File: src/rtl/commit_trace_streamer.sv
// Commit trace streamer: buffers retired-instruction records in a FIFO and
// serializes each one as a 14-byte frame on an 8-bit valid/ready stream.
module commit_trace_streamer #(
   parameter int         XLEN      = 32,
   parameter int         DEPTH     = 8,
   parameter logic [7:0] SYNC_BYTE = 8'hA5
) (
   input  logic                       clk_i,
   input  logic                       rstn_i,
   input  logic                       enable_i,
   input  logic                       update_i,
   input  logic [XLEN-1:0]            pc_i,
   input  logic [XLEN-1:0]            instr_i,
   input  logic [4:0]                 reg_addr_i,
   input  logic [XLEN-1:0]            reg_data_i,
   output logic [7:0]                 tdata_o,
   output logic                       tvalid_o,
   input  logic                       tready_i,
   output logic [$clog2(DEPTH):0]     level_o,
   output logic [15:0]                drop_cnt_o,
   output logic                       busy_o
);
   localparam int AW = $clog2(DEPTH);
   localparam int LW = AW + 1;
   localparam int RW = 3 * XLEN + 5;

   typedef enum logic {IDLE = 1'b0, SEND = 1'b1} state_t;

   logic [RW-1:0]   mem_r [DEPTH];
   logic [AW-1:0]   wr_ptr_r, rd_ptr_r;
   logic [LW-1:0]   level_r;
   logic [15:0]     drop_cnt_r;
   logic            sticky_r;
   state_t          state_r;
   logic            tvalid_r;
   logic [3:0]      byte_idx_r;
   logic            f_drop_r;
   logic [4:0]      f_addr_r;
   logic [XLEN-1:0] f_pc_r, f_instr_r, f_data_r;

   logic            full_s, empty_s, push_s, drop_s, pop_s;
   logic [RW-1:0]   head_s;
   logic [4:0]      head_addr_s;

   function automatic logic [7:0] frame_byte(
      input logic [3:0]      idx,
      input logic            drop,
      input logic [4:0]      addr,
      input logic [XLEN-1:0] pc,
      input logic [XLEN-1:0] instr,
      input logic [XLEN-1:0] data
   );
      case (idx)
         4'd0:    frame_byte = SYNC_BYTE;
         4'd1:    frame_byte = {drop, (addr != 5'd0), 1'b0, addr};
         4'd2:    frame_byte = pc[7:0];
         4'd3:    frame_byte = pc[15:8];
         4'd4:    frame_byte = pc[23:16];
         4'd5:    frame_byte = pc[31:24];
         4'd6:    frame_byte = instr[7:0];
         4'd7:    frame_byte = instr[15:8];
         4'd8:    frame_byte = instr[23:16];
         4'd9:    frame_byte = instr[31:24];
         4'd10:   frame_byte = data[7:0];
         4'd11:   frame_byte = data[15:8];
         4'd12:   frame_byte = data[23:16];
         4'd13:   frame_byte = data[31:24];
         default: frame_byte = 8'h00;
      endcase
   endfunction

   // Full/empty come from the pre-edge level, so a same-edge pop never rescues a push.
   assign full_s      = (level_r == LW'(DEPTH));
   assign empty_s     = (level_r == {LW{1'b0}});
   assign push_s      = update_i & enable_i & ~full_s;
   assign drop_s      = update_i & enable_i & full_s;
   assign pop_s       = ~empty_s & ((state_r == IDLE) |
                                    (tvalid_r & tready_i & (byte_idx_r == 4'd13)));
   assign head_s      = mem_r[rd_ptr_r];
   assign head_addr_s = head_s[XLEN +: 5];

   assign tvalid_o   = tvalid_r;
   assign tdata_o    = tvalid_r ? frame_byte(byte_idx_r, f_drop_r, f_addr_r,
                                             f_pc_r, f_instr_r, f_data_r) : 8'h00;
   assign level_o    = level_r;
   assign drop_cnt_o = drop_cnt_r;
   assign busy_o     = (state_r != IDLE) | ~empty_s;

   // FIFO storage write port.
   always_ff @(posedge clk_i) begin
      if (push_s) begin
         mem_r[wr_ptr_r] <= {pc_i, instr_i, reg_addr_i, reg_data_i};
      end
   end

   // FIFO pointers, occupancy, drop counter and sticky drop flag.
   always_ff @(posedge clk_i or negedge rstn_i) begin
      if (!rstn_i) begin
         wr_ptr_r   <= {AW{1'b0}};
         rd_ptr_r   <= {AW{1'b0}};
         level_r    <= {LW{1'b0}};
         drop_cnt_r <= 16'h0000;
         sticky_r   <= 1'b0;
      end else begin
         if (push_s) wr_ptr_r <= wr_ptr_r + AW'(1);
         if (pop_s)  rd_ptr_r <= rd_ptr_r + AW'(1);
         case ({push_s, pop_s})
            2'b10:   level_r <= level_r + LW'(1);
            2'b01:   level_r <= level_r - LW'(1);
            default: level_r <= level_r;
         endcase
         if (drop_s && (drop_cnt_r != 16'hFFFF)) drop_cnt_r <= drop_cnt_r + 16'd1;
         // A drop on the load edge wins, so the flag carries to the next frame.
         if (drop_s)     sticky_r <= 1'b1;
         else if (pop_s) sticky_r <= 1'b0;
      end
   end

   // Frame sequencer: loads the FIFO head and walks the 14 frame bytes.
   always_ff @(posedge clk_i or negedge rstn_i) begin
      if (!rstn_i) begin
         state_r    <= IDLE;
         tvalid_r   <= 1'b0;
         byte_idx_r <= 4'd0;
         f_drop_r   <= 1'b0;
         f_addr_r   <= 5'd0;
         f_pc_r     <= {XLEN{1'b0}};
         f_instr_r  <= {XLEN{1'b0}};
         f_data_r   <= {XLEN{1'b0}};
      end else begin
         if (pop_s) begin
            byte_idx_r <= 4'd0;
            f_drop_r   <= sticky_r;
            f_addr_r   <= head_addr_s;
            f_pc_r     <= head_s[RW-1 -: XLEN];
            f_instr_r  <= head_s[XLEN+5 +: XLEN];
            f_data_r   <= (head_addr_s == 5'd0) ? {XLEN{1'b0}} : head_s[XLEN-1:0];
         end
         case (state_r)
            IDLE: begin
               if (pop_s) begin
                  state_r  <= SEND;
                  tvalid_r <= 1'b1;
               end
            end
            SEND: begin
               if (tvalid_r && tready_i) begin
                  if (byte_idx_r != 4'd13) begin
                     byte_idx_r <= byte_idx_r + 4'd1;
                  end else if (!pop_s) begin
                     state_r  <= IDLE;
                     tvalid_r <= 1'b0;
                  end
               end
            end
            default: begin
               state_r  <= IDLE;
               tvalid_r <= 1'b0;
            end
         endcase
      end
   end
endmodule
File: config.mk
export PLATFORM = sky130hd
export DESIGN_NAME = commit_trace_streamer
export DESIGN_NICKNAME = d
export VERILOG_FILES = /design/src/rtl/commit_trace_streamer.sv
export SDC_FILE = /design/constraint.sdc
export NUM_CORES = 1
export LEC_CHECK = 0
export CORE_MARGIN = 1.5
export CORE_UTILIZATION = 55
export CTS_CLUSTER_SIZE = 8
export DETAILED_ROUTE_END_ITERATION = 16
export DONT_BUFFER_PORTS = 1
export MAX_ROUTING_LAYER = met4
export PLACE_DENSITY = 0.7
export SYNTH_ARGS = -nofsm -noshare
export SYNTH_HDL_FRONTEND = slang
export SYNTH_SLANG_ARGS = --single-unit
File: constraint.sdc
create_clock -name clk_i -period 22.9 [get_ports clk_i]
set_clock_uncertainty 0.1 [all_clocks]
set_input_delay 4.58 -clock clk_i [delete_from_list [all_inputs] [get_ports clk_i]]
set_output_delay 4.58 -clock clk_i [all_outputs]
set_load 0.05 [all_outputs]
Word-level counts from Yosys, hierarchy flattened
Memories as Yosys holds them, arrays and structs flattened.
Cells that the tools add are included.
- RAM bits: 808
- memories: 1
- bits in registers: 135
- output and inout bits: 30
- ROM bits: 0
- bits of input ports: 106
- bits in latches: 0
- memories (memory ; depth ; bits a word ; rd ports ; clocked after memory_dff ; write ports ; RTL line ; source):
    mem_r ; 8 ; 101 ; 1 ; 0 ; 1 ; 29 ; logic [RW-1:0] mem_r [DEPTH];
- order comparisons: 0
- equal/unequal tests: 22
- multiplexer cells: 21
- multipliers: 0
- bitwise operators: 11
- shifts and indexed selects: 0
- reductions and logical operators: 9
- $add $sub $neg: 6
- divide/modulo/power cells: 0
- operators by type and width (kind ; count):
    $pmux W8 S14 ; 1
    $mux W32 ; 1
    $eq A4 B4 Y1 const B ; 7
    $add A16 B1 Y16 const B ; 1
    $eq A4 B3 Y1 const B ; 4
    $mux W4 ; 4
    $ne A16 B16 Y1 const B ; 1
    $mux W1 ; 11
    $add A4 B1 Y4 const B ; 2
    $eq A4 B2 Y1 const B ; 2
    $logic_not A4 Y1 ; 2
    $mux W8 ; 1
    $pmux W4 S2 ; 1
    $add A3 B1 Y3 const B ; 2
    $and A1 B1 Y1 ; 6
    $ne A2 B2 Y1 const B ; 3
    $logic_not A5 Y1 ; 1
    $reduce_bool A5 Y1 ; 1
    $eq A4 B1 Y1 const B ; 1
    $ne A4 B4 Y1 const B ; 1
    $pmux W1 S2 ; 2
    $reduce_and A4 Y1 ; 1
    $reduce_bool A2 Y1 ; 2
    $sub A4 B1 Y4 const B ; 1
    6 further kinds ; 10

Longest topological paths before layout
Gate-level depths: netlist (run 1).
- word-level depth: 8
- gate-level depth with buffers: 15

Worst setup path after synthesis (run 1)
OpenSTA, ideal clock, no wires.
- kind: input to register
- from: in update_i
- to: mem mem_r[1][0] in the netlist's numbering (enable)
- stages on the path: 4
- path buffers: 0
- arrival time: 11.953 ns
- setup slack: 10.163 ns
- required time: 22.116 ns
- cell sequence: nand2_1 -> a21oi_1 -> nand2_1 -> nor3_1
- word-level cells in the longest chain between the ends: 4
- RTL lines (element ; RTL line ; source):
    start, declared ; 11 ; input logic update_i,
    $and A1 B1 Y1 (2 in series) ; 75 ; assign push_s = update_i & enable_i & ~full_s;
    $mux W1 ; 91 ; if (push_s) begin
    $mux W1 (implied by the code) ; 92 ; mem_r[wr_ptr_r] <= {pc_i, instr_i, reg_addr_i, reg_data_i};
    end, declared ; 29 ;
No other way between the ends.

Worst setup path in the final report (run 1)
- from: reg byte_idx_r[1]
- to: out tdata_o[4]
- word-level cells in the longest chain between the ends: 3
- elaborated cells between the ends (all ways): 16
- those cells by class: 13 x eq/ne; 2 x mux; 1 x reduce/logical
- RTL lines (element ; RTL line ; source):
    start, declared ; 36 ; logic [3:0] byte_idx_r;
    start signal, assigned ; 149 ; byte_idx_r <= byte_idx_r + 4'd1;
    $eq A4 B4 Y1, or another cell as far along ; 53 ; case (idx)
    $pmux W8 S14 (*) ; 53 ;
    $mux W8 (*) ; 83 ; assign tdata_o = tvalid_r ? frame_byte(byte_idx_r, f_drop_r, f_addr_r,
    end, declared ; 16 ; output logic [7:0] tdata_o,
Every way passes the cells marked *; elsewhere a longest branch is shown, timed or not.

==> results.py, run 1 <==
metrics = {
    "final_layout": {
        "drive_above_1_share_pct": 21.5,
        "final_area_um2": 41200,
        "area_delta_synth_final_pct": 13.0,
        "final_nets": 2005,
        "fill_cells": 4451,
    },
    "timing": {
        "rsz0062_at_grt": "false",
        "setup_tns_ps": 0,
        "relSlewSlack_pct": 25.7,
        "fin_crit_ps": 8380,
        "tightest_slew_ps": 1110,
        "slew_violations": 0,
        "fin_crit_sh_pct": 36.6,
        "max_freq_mhz": 119,
        "setup_viol": 0,
        "hold_viol_final": 0,
    },
    "synthesis": {
        "synthTopCellsByArea": "edfxtp_1, mux4_2, dfrtp_1, mux2i_1, o21ai_0",
        "netlist_area_um2": 36400,
        "synth_seq_cells": 943,
        "postSynthCellCount": 1823,
        "yosysTopAreaCellShare_pct": 66.6,
        "synth_edf_count": 808,
        "yosys.area.top_type": "edfxtp_1",
        "yosysWarnings": 0,
        "synth_fp_nets": 1939,
        "synthArstFlopShare_pct": 14.3,
        "synthFlopType": "edfxtp_1",
        "syn_area_per_cell_um2": 20.0,
        "synth_cell_types": 53,
        "ys_seq_area_share_pct": 75.9,
    },
    "die": {
        "ios": 136,
        "die_x_um": 260,
        "rows": 94,
        "fp.dieH_um": 260,
        "initial_utilization_pct": 55.5,
        "core_um2": 65600,
        "die_area_um2": 67800,
    },
    "worst_setup_path": {
        "crit_path_start_kind": "flop",
        "reg2reg_depth": 13,
        "critPathCaptureType": "output port",
        "worstSetupPathType": "flop to output port",
        "worst_ep_arrival_time_ps": 3700,
        "cp_max_fo": 30,
        "required_ps": 18220,
    },
    "grt": {
        "gr-total-overflow": 0,
        "grt_pass1_vias": 18000,
        "grt_first_pass_wirelength_um": 114000,
        "grt_usage_pct": 23.8,
        "grt_max_degree": 136,
        "grt_antenna_before_repair": 1,
    },
    "placement": {
        "place_area_um2": 37400,
        "io_buffers": 0,
        "gp_congestion": 0.898,
        "place_hpwl_um": 42800,
    },
    "pwr": {
        "power_leakage_nw": 13.1,
        "powerDensity_nw_per_um2": 97.0,
        "ir_drop_uv": 75.5,
    },
    "route": {
        "routed_wl_um": 75400,
        "drt-vias-per-instance": 6.23,
        "wire_per_inst_um": 26.9,
        "drtAntennaViolNets": 0,
        "first_iter_violations": 1765,
        "dr_total_vias": 17400,
        "firstDrtPassIters": 6,
        "drcViolationCount": 0,
    },
    "clock_tree": {
        "worst_skew_pair.late_latency_ps": 710,
        "cts-resized-gates": 0,
        "cts_buffers": 136,
        "clock_tree.root_cell": "clkbuf_16",
        "postCtsHoldBufs": 0,
        "cts.sinks": 943,
        "tritoncts": "yes",
        "path_clk_slew_ps": 50,
        "cts_setup_buffers": 0,
        "htreeDepth": 4,
        "cts.path.max_buffers": 3,
    },
    "status": {
        "status": "finished, final reports clean",
    },
    "hold_path": {
        "hold_class": "flop to flop",
        "hold_path_depth": 2,
    },
    "flow_run": {
        "maxCapViolCount": 0,
    },
}
[metal layers]
| layer | wire length (um) | global-route usage (%) | vias to the layer above |
|---|---|---|---|
| li1 | - | - | 7512 |
| met1 | 29700 | 30.3 | 9131 |
| met2 | 37200 | 36.5 | 669 |
| met3 | 6390 | 7.30 | 137 |
| met4 | 2020 | 8.40 | 0 |
| met5 | 0 | - | - |
[kinds of logic (layout without fill, tap and decap cells)]
logic type      count (synthesis)  count (layout)  synth area share [%]
flops                         943             943                  75.9
simple gates                  221             221                  2.70
mux                           316             316                  15.6
fa+ha+maj                      10              10                 0.343
other cells                     0               1                     0
xor+xnor                       24              24                 0.577
buf+inv                       115             229                  1.43
compound gates                194             194                  3.45
[worst max-delay path: stages (launching register included)]
cell and delay [ps]:
dfrtp_1 410, inv_1 110, ha_1 870, a22oi_1 190, a22oi_1 420, a21oi_1 120
nor2_1 850
[cell usage in the layout (no fill, tap or decap), types with 33 or more instances in the layout]
cell and instances:
mux4_2 201, clkbuf_1 34, edfxtp_1 808, nor2_1 44, clkbuf_16 137, dfrtp_1 132, nand2_1 108, a211oi_1 35
o21ai_0 84, buf_4 33, mux2i_1 102
[Yosys cell counts (all sizes together), types with 4 or more instances]
library cell and number:
nor3 7, nor2 50, xor2 10, inv 9, nor2b 4, edfxtp 808
buf 56, xnor2 14, mux4 201, a222oi 7, clkbuf 50, a22oi 16
o21ai 84, dfrtp 135, a21oi 22, nand3 21, nand2 109, a22o 4
nand2b 7, a211oi 36, and3 7, ha 10, mux2 13, mux2i 102
[through the flow]
| stage | utilization (%) | power (mW) | hold WS, ps | cells | worst slack [ps] |
|---|---|---|---|---|---|
| 2_1_floorplan | - | 2.19 | 339 | 1823 | 10160 |
| 3_3_place_gp | 56.9 | 2.24 | 368 | 2615 | 15100 |
| 3_5_place_dp | 56.9 | 2.25 | 370 | 2615 | 15040 |
| 4_1_cts | 62.7 | 4.03 | 380 | 2801 | 14570 |
| 5_1_grt | 62.7 | 4.12 | 409 | 2802 | 14290 |
| 6_report | 62.7 | 3.99 | 377 | 2802 | 14520 |
[power by group]
group	leakage (nW)	internal, mW	switching, mW	total [mW]
clock	1.84	1.08	0.689	1.77
combinational	2.14	0.0468	0.112	0.159
sequential	9.15	2.00	0.0584	2.06
total	13.1	3.13	0.860	3.99
[layout make-up]
| cell class | count | area (um^2) | area share [%] |
|---|---|---|---|
| inverter | 9 | 33.8 | 0.0821 |
| timing repair buffer | 34 | 268 | 0.651 |
| multi-input combinational | 765 | 8330 | 20.2 |
| clock inverter | 14 | 218 | 0.529 |
| clock buffer | 172 | 3570 | 8.67 |
| tap | 864 | 1080 | 2.63 |
| sequential | 943 | 27700 | 67.2 |
| antenna | 1 | 2.50 | 0.00608 |
[registers in the layout, indices dropped and copies added (netlist names)]
| register | cells |
|---|---|
| mem_r | 808 |
| f_data_r | 32 |
| f_instr_r | 32 |
| f_pc_r | 32 |
| drop_cnt_o | 16 |
| f_addr_r | 5 |
| byte_idx_r | 4 |
| level_o | 4 |
| rd_ptr_r | 3 |
| wr_ptr_r | 3 |
| f_drop_r | 1 |
| state_r | 1 |
| sticky_r | 1 |
| tvalid_o | 1 |
[worst paths after layout]
| check | end | slack (ps) | start |
|---|---|---|---|
| worst max register to register | level_o[2] | 17800 | byte_idx_r[1] |
| worst max-delay path | tdata_o[4] | 14520 | byte_idx_r[1] |
| worst min-delay path | f_instr_r[24] | 380 | f_instr_r[24] |
| min in group asynchronous | drop_cnt_o[9] | 3480 | rstn_i |
| worst min register to register | f_instr_r[24] | 380 | f_instr_r[24] |
| max in group asynchronous | rd_ptr_r[2] | 18870 | rstn_i |
Note: power is estimated with default switching activity, not from simulation.
==> run 2, diff against run 1 <==
- PLACE_DENSITY: 0.7 -> 0.73
- clock period: 22.9 -> 7.17 ns (I/O delays scaled with it)
==> run 2 against run 1 <==
Worst hold slack got worse by 51 ps; die area stayed put; critical path depth stayed put; setup slack got worse by 13000 ps; flip-flop and latch count unchanged; clock-buffer cell count is 20 higher; global-route usage up 0.36 points; sequential power rose to 3.2 times the previous value; critical endpoint unchanged; combinational power rose to 3.2 times the previous value; via count decreased by 0.71%; cell area increased by 0.22%.
==> results.py, run 2 (synthesis results as in run 1) <==
metrics = {
    "flow_run": {
        "maxCapViolCount": 0,
    },
    "worst_setup_path": {
        "crit_path_start_kind": "flop",
        "required_ps": 5640,
        "r2r_start": "byte_idx_r[1]",
        "cp_max_fo": 25,
        "worstSetupPathType": "flop to output port",
        "reg2reg_to": "level_o[2]",
        "critPathCaptureType": "output port",
        "reg2reg_setup_slack_ps": 2850,
        "worst_ep_arrival_time_ps": 3700,
        "reg2reg_depth": 15,
    },
    "die": {
        "rows": 94,
        "die_x_um": 260,
        "ios": 136,
        "initial_utilization_pct": 55.5,
        "fp.dieH_um": 260,
        "die_area_um2": 67800,
        "core_um2": 65600,
    },
    "clock_tree": {
        "cts_setup_buffers": 0,
        "cts_buffers": 135,
        "cts.sinks": 943,
        "cts.path.max_buffers": 3,
        "worst_skew_pair.late_latency_ps": 720,
        "htreeDepth": 4,
        "path_clk_slew_ps": 60,
        "postCtsHoldBufs": 0,
        "tritoncts": "yes",
        "cts-resized-gates": 0,
        "clock_tree.root_cell": "clkbuf_16",
    },
    "timing": {
        "hold_viol_final": 0,
        "fin_crit_ps": 5240,
        "max_freq_mhz": 191,
        "fin_crit_sh_pct": 73.1,
        "slew_violations": 0,
        "setup_tns_ps": 0,
        "setup_viol": 0,
        "relSlewSlack_pct": 22.1,
        "tightest_slew_ps": 1160,
        "rsz0062_at_grt": "false",
    },
    "final_layout": {
        "antenna_cells": 0,
        "final-seq-area_um2": 27700,
        "final_common_cell": "edfxtp_1",
        "multiInputGateArea_um2": 8350,
        "final_cell_mix": "edfxtp_1, mux4_2, clkbuf_16",
        "top_register": "mem_r",
        "final_nets": 2004,
        "fin_util_pct": 62.9,
        "stdcell_count": 2820,
        "drive_above_1_share_pct": 21.2,
        "area_delta_synth_final_pct": 13.2,
        "fill_cells": 4354,
        "final_area_um2": 41300,
        "largest_register_ffs": 808,
    },
    "placement": {
        "placed_cells": 2615,
        "gp_congestion": 0.860,
        "io_buffers": 0,
        "place_area_um2": 37400,
        "place_hpwl_um": 41800,
    },
    "grt": {
        "grt_first_pass_wirelength_um": 116000,
        "grt_antenna_before_repair": 0,
        "gr-total-overflow": 0,
        "grt_usage_pct": 24.1,
        "grt_max_degree": 136,
        "grt_pass1_vias": 18300,
    },
    "route": {
        "first_iter_violations": 1703,
        "dr_total_vias": 17300,
        "wire_per_inst_um": 27.1,
        "drtAntennaViolNets": 0,
        "routed_wl_um": 76300,
        "drt-vias-per-instance": 6.14,
        "firstDrtPassIters": 7,
        "drcViolationCount": 0,
    },
    "pwr": {
        "power_leakage_nw": 13.1,
        "powerDensity_nw_per_um2": 310,
        "ir_drop_uv": 245,
        "finalPower_mw": 12.8,
    },
    "hold_path": {
        "hold_class": "primary input to async pin",
    },
    "status": {
        "status": "finished, final reports clean",
    },
}
[run 2: changes by cell type in the layout (fill, tap and decap cells not counted), moves of 2 or more]
cell / previous run / this run
nor3_4: 0 / 2
buf_12: 1 / 4
buf_4: 33 / 29
nor3_2: 2 / 0
clkbuf_1: 34 / 56
[run 2: worst max-delay path by stage]
stage             startpoint          end  slack [ps]  cells past startpoint
6_report       byte_idx_r[0]   tdata_o[4]        1930                      6
5_1_grt        byte_idx_r[0]   tdata_o[4]        1870                      7
4_1_cts        byte_idx_r[0]   tdata_o[4]        2040                      6
3_5_place_dp        tready_i   level_o[2]        2720                     12
3_3_place_gp        tready_i   level_o[2]        2730                     12
2_1_floorplan       update_i  mem_r[7][0]         290                      4
[run 2: final cells by class]
type / count / share of cell area, %
repair buffers: 34 / 0.749
inverters: 9 / 0.0819
well taps: 864 / 2.62
clock inverters: 13 / 0.519
multi-input cells: 765 / 20.2
flip-flops and latches: 943 / 67.0
clock buffers: 192 / 8.76
[run 2: power breakdown]
part	switching [mW]	internal, mW
Sequential	0.190	6.39
Clock	2.23	3.48
Combinational	0.354	0.150
[run 2: per-layer routing]
metal | GRT usage, % | share of wire [%] | vias up
li1 | - | - | 7530
met1 | 31.7 | 41 | 9111
met2 | 37.7 | 50 | 592
met3 | 6.75 | 7.4 | 92
met4 | 6.04 | 1.4 | 0
met5 | - | 0 | -
[run 2: per-stage QoR]
step	setup WS (ps)	hold slack, ps
floorplan	289	339
global placement	2730	371
detailed placement	2720	372
CTS	2040	275
global route	1870	282
finish	1930	326
[run 2: worst max-delay path: stages, from the launching register on]
cell and delay, ps:
dfrtp_1 420, inv_1 120, ha_1 830, a22oi_1 240, a22oi_1 350, a21oi_1 120
nor2_1 890
==> run 3, diff against run 2 <==
- PLACE_DENSITY: 0.73 -> 0.7
- clock period: 7.17 -> 5 ns (I/O delays scaled with it)
==> run 3 against run 2 <==
Cell area up 0.58%; critical path depth grew 1; total power rose by 44%; clock-buffer cell count decreased by 7; sequential power is 43% higher; critical endpoint is now tdata_o[3].
==> results.py, run 3 (synthesis results as in run 1) <==
metrics = {
    "worst_setup_path": {
        "critPathTopFamily": "compound AO/OA/AOI/OAI gates",
        "worst_ep_arrival_time_ps": 3410,
        "reg2reg_setup_slack_ps": 1260,
        "required_ps": 3900,
        "reg2reg_to": "level_o[2]",
        "crit_path_frequent_cell": "a22oi_1",
        "crit_path_start_kind": "flop",
        "crit_slowest_cell": "ha_1",
        "cp_max_fo": 25,
        "path_buf_inv": 2,
        "critPathCaptureType": "output port",
        "worstSetupPathType": "flop to output port",
        "critPathLaunch": "byte_idx_r[0]",
        "reg2reg_depth": 13,
        "r2r_start": "byte_idx_r[1]",
        "cp_slowest_stage_delay_ps": 840,
        "crit_path_cell_trace": "inv_1 > ha_1 > a22oi_1 > a22oi_1 > o21ai_0 > a21oi_1 > buf_4",
    },
    "die": {
        "initial_utilization_pct": 55.5,
        "core_um2": 65600,
        "ios": 136,
        "rows": 94,
        "die_area_um2": 67800,
        "die_x_um": 260,
        "fp.dieH_um": 260,
    },
    "timing": {
        "rsz0062_at_grt": "false",
        "tightest_slew_ps": 1120,
        "fin_crit_ps": 4510,
        "relSlewSlack_pct": 25.2,
        "timing.final.ws_setup_ps": 489,
        "max_freq_mhz": 222,
        "fin_crit_sh_pct": 90.2,
        "slew_violations": 0,
        "setup_viol": 0,
        "hold_viol_final": 0,
    },
    "clock_tree": {
        "cts.path.max_buffers": 3,
        "worst_skew_pair.late_latency_ps": 710,
        "path_clk_slew_ps": 50,
        "clock_tree.root_cell": "clkbuf_16",
        "cts.sinks": 943,
        "cts_buffers": 136,
        "cts_setup_buffers": 0,
        "htreeDepth": 4,
        "tritoncts": "yes",
    },
    "route": {
        "first_iter_violations": 1751,
        "drt-vias-per-instance": 6.18,
        "routed_wl_um": 76300,
        "firstDrtPassIters": 7,
        "drtAntennaViolNets": 0,
        "wire_per_inst_um": 27.0,
        "drcViolationCount": 0,
        "dr_total_vias": 17400,
    },
    "final_layout": {
        "top_register": "mem_r",
        "fin_util_pct": 63.2,
        "final-seq-area_um2": 27700,
        "largest_register_ffs": 808,
        "stdcell_count": 2823,
        "final_common_cell": "edfxtp_1",
        "drive_above_1_share_pct": 21.8,
        "final_nets": 2015,
        "multiInputGateArea_um2": 8350,
        "antenna_cells": 0,
        "final_cell_mix": "edfxtp_1, mux4_2, clkbuf_16",
        "area_delta_synth_final_pct": 13.9,
        "fill_cells": 4345,
    },
    "grt": {
        "grt_antenna_before_repair": 1,
        "gr-total-overflow": 0,
        "grt_pass1_vias": 18200,
        "grt_usage_pct": 24.1,
        "grt_first_pass_wirelength_um": 115000,
        "grt_max_degree": 136,
    },
    "status": {
        "status": "finished, final reports clean",
    },
    "pwr": {
        "p_sw_share_pct": 21.5,
        "finalPower_mw": 18.4,
        "p_sw_mw": 3.95,
        "pwr-share-clk_pct": 44.6,
        "ir_drop_uv": 335,
        "intPower_mw": 14.5,
        "seqPwrFrac_pct": 51.2,
        "combPwrFrac_pct": 4.2,
        "powerDensity_nw_per_um2": 444,
        "power_leakage_nw": 13.3,
    },
    "placement": {
        "io_buffers": 0,
        "dp_slack_ps": 1270,
        "place_hpwl_um": 43400,
        "gp_congestion": 0.880,
        "placed_cells": 2624,
    },
    "hold_path": {
        "hold_class": "primary input to async pin",
    },
    "flow_run": {
        "maxCapViolCount": 0,
    },
}
[run 3: routing by layer]
layer	wire (um)	GRT usage [%]	up-vias	part of all wire (%)
met5	0	-	-	0
met4	1530	7.40	0	2.0
met3	5150	5.83	111	6.8
met2	37900	37.5	532	50
met1	31700	31.8	9252	42
li1	-	-	7538	-
[run 3: layout make-up]
cell class,instances,area share [%]
inverter,9,0.0814
clock inverter,13,0.489
timing repair buffer,44,1.24
tap,864,2.61
multi-input combinational,765,20.1
sequential,943,66.6
clock buffer,185,8.82
[run 3: timing repair]
item / CTS / global route
endpoints found under the setup margin: 0 / 0
gates resized for setup: 0 / 0
hold endpoints to repair: 135 / 0
hold buffers: 1 / 0
[run 3: metrics by stage]
| step | hold slack [ps] | TNS [ps] | cell area (um^2) |
|---|---|---|---|
| floorplan | 339 | -1097630 | 36400 |
| global placement | 358 | 0 | 37600 |
| detailed placement | 368 | 0 | 37600 |
| CTS | 186 | 0 | 41500 |
| global route | 200 | 0 | 41500 |
| finish | 156 | 0 | 41500 |
[run 3: worst register-to-register path, stage by stage (launching register included)]
cell     delay, ps
dfrtp_1        420
inv_1          110
ha_1           690
nand3_1        290
o21ai_0        430
nand2_4        270
inv_2          160
ha_1           270
xor2_1         110
ha_1           210
a21oi_1        150
xor2_1         170
nor2_1          60
xor2_1         140
[run 3: worst max path at each step]
stage | end | slack, ps | cells after the start
after global placement | tdata_o[3] | 1290 | 5
after floorplan | mem_r[7][0] | -1460 | 5
final | tdata_o[3] | 490 | 7
after global routing | tdata_o[3] | 300 | 7
after detailed placement | tdata_o[3] | 1270 | 7
after CTS | tdata_o[3] | 530 | 7
[run 3: power groups by stage]
stage               Combinational (mW)  Clock, mW  Sequential, mW
global route                     0.836       8.69            9.46
detailed placement               0.771          0            9.56
finish                           0.776       8.21            9.42
CTS                              0.799       8.36            9.43
global placement                 0.767          0            9.53
floorplan                        0.444          0            9.56
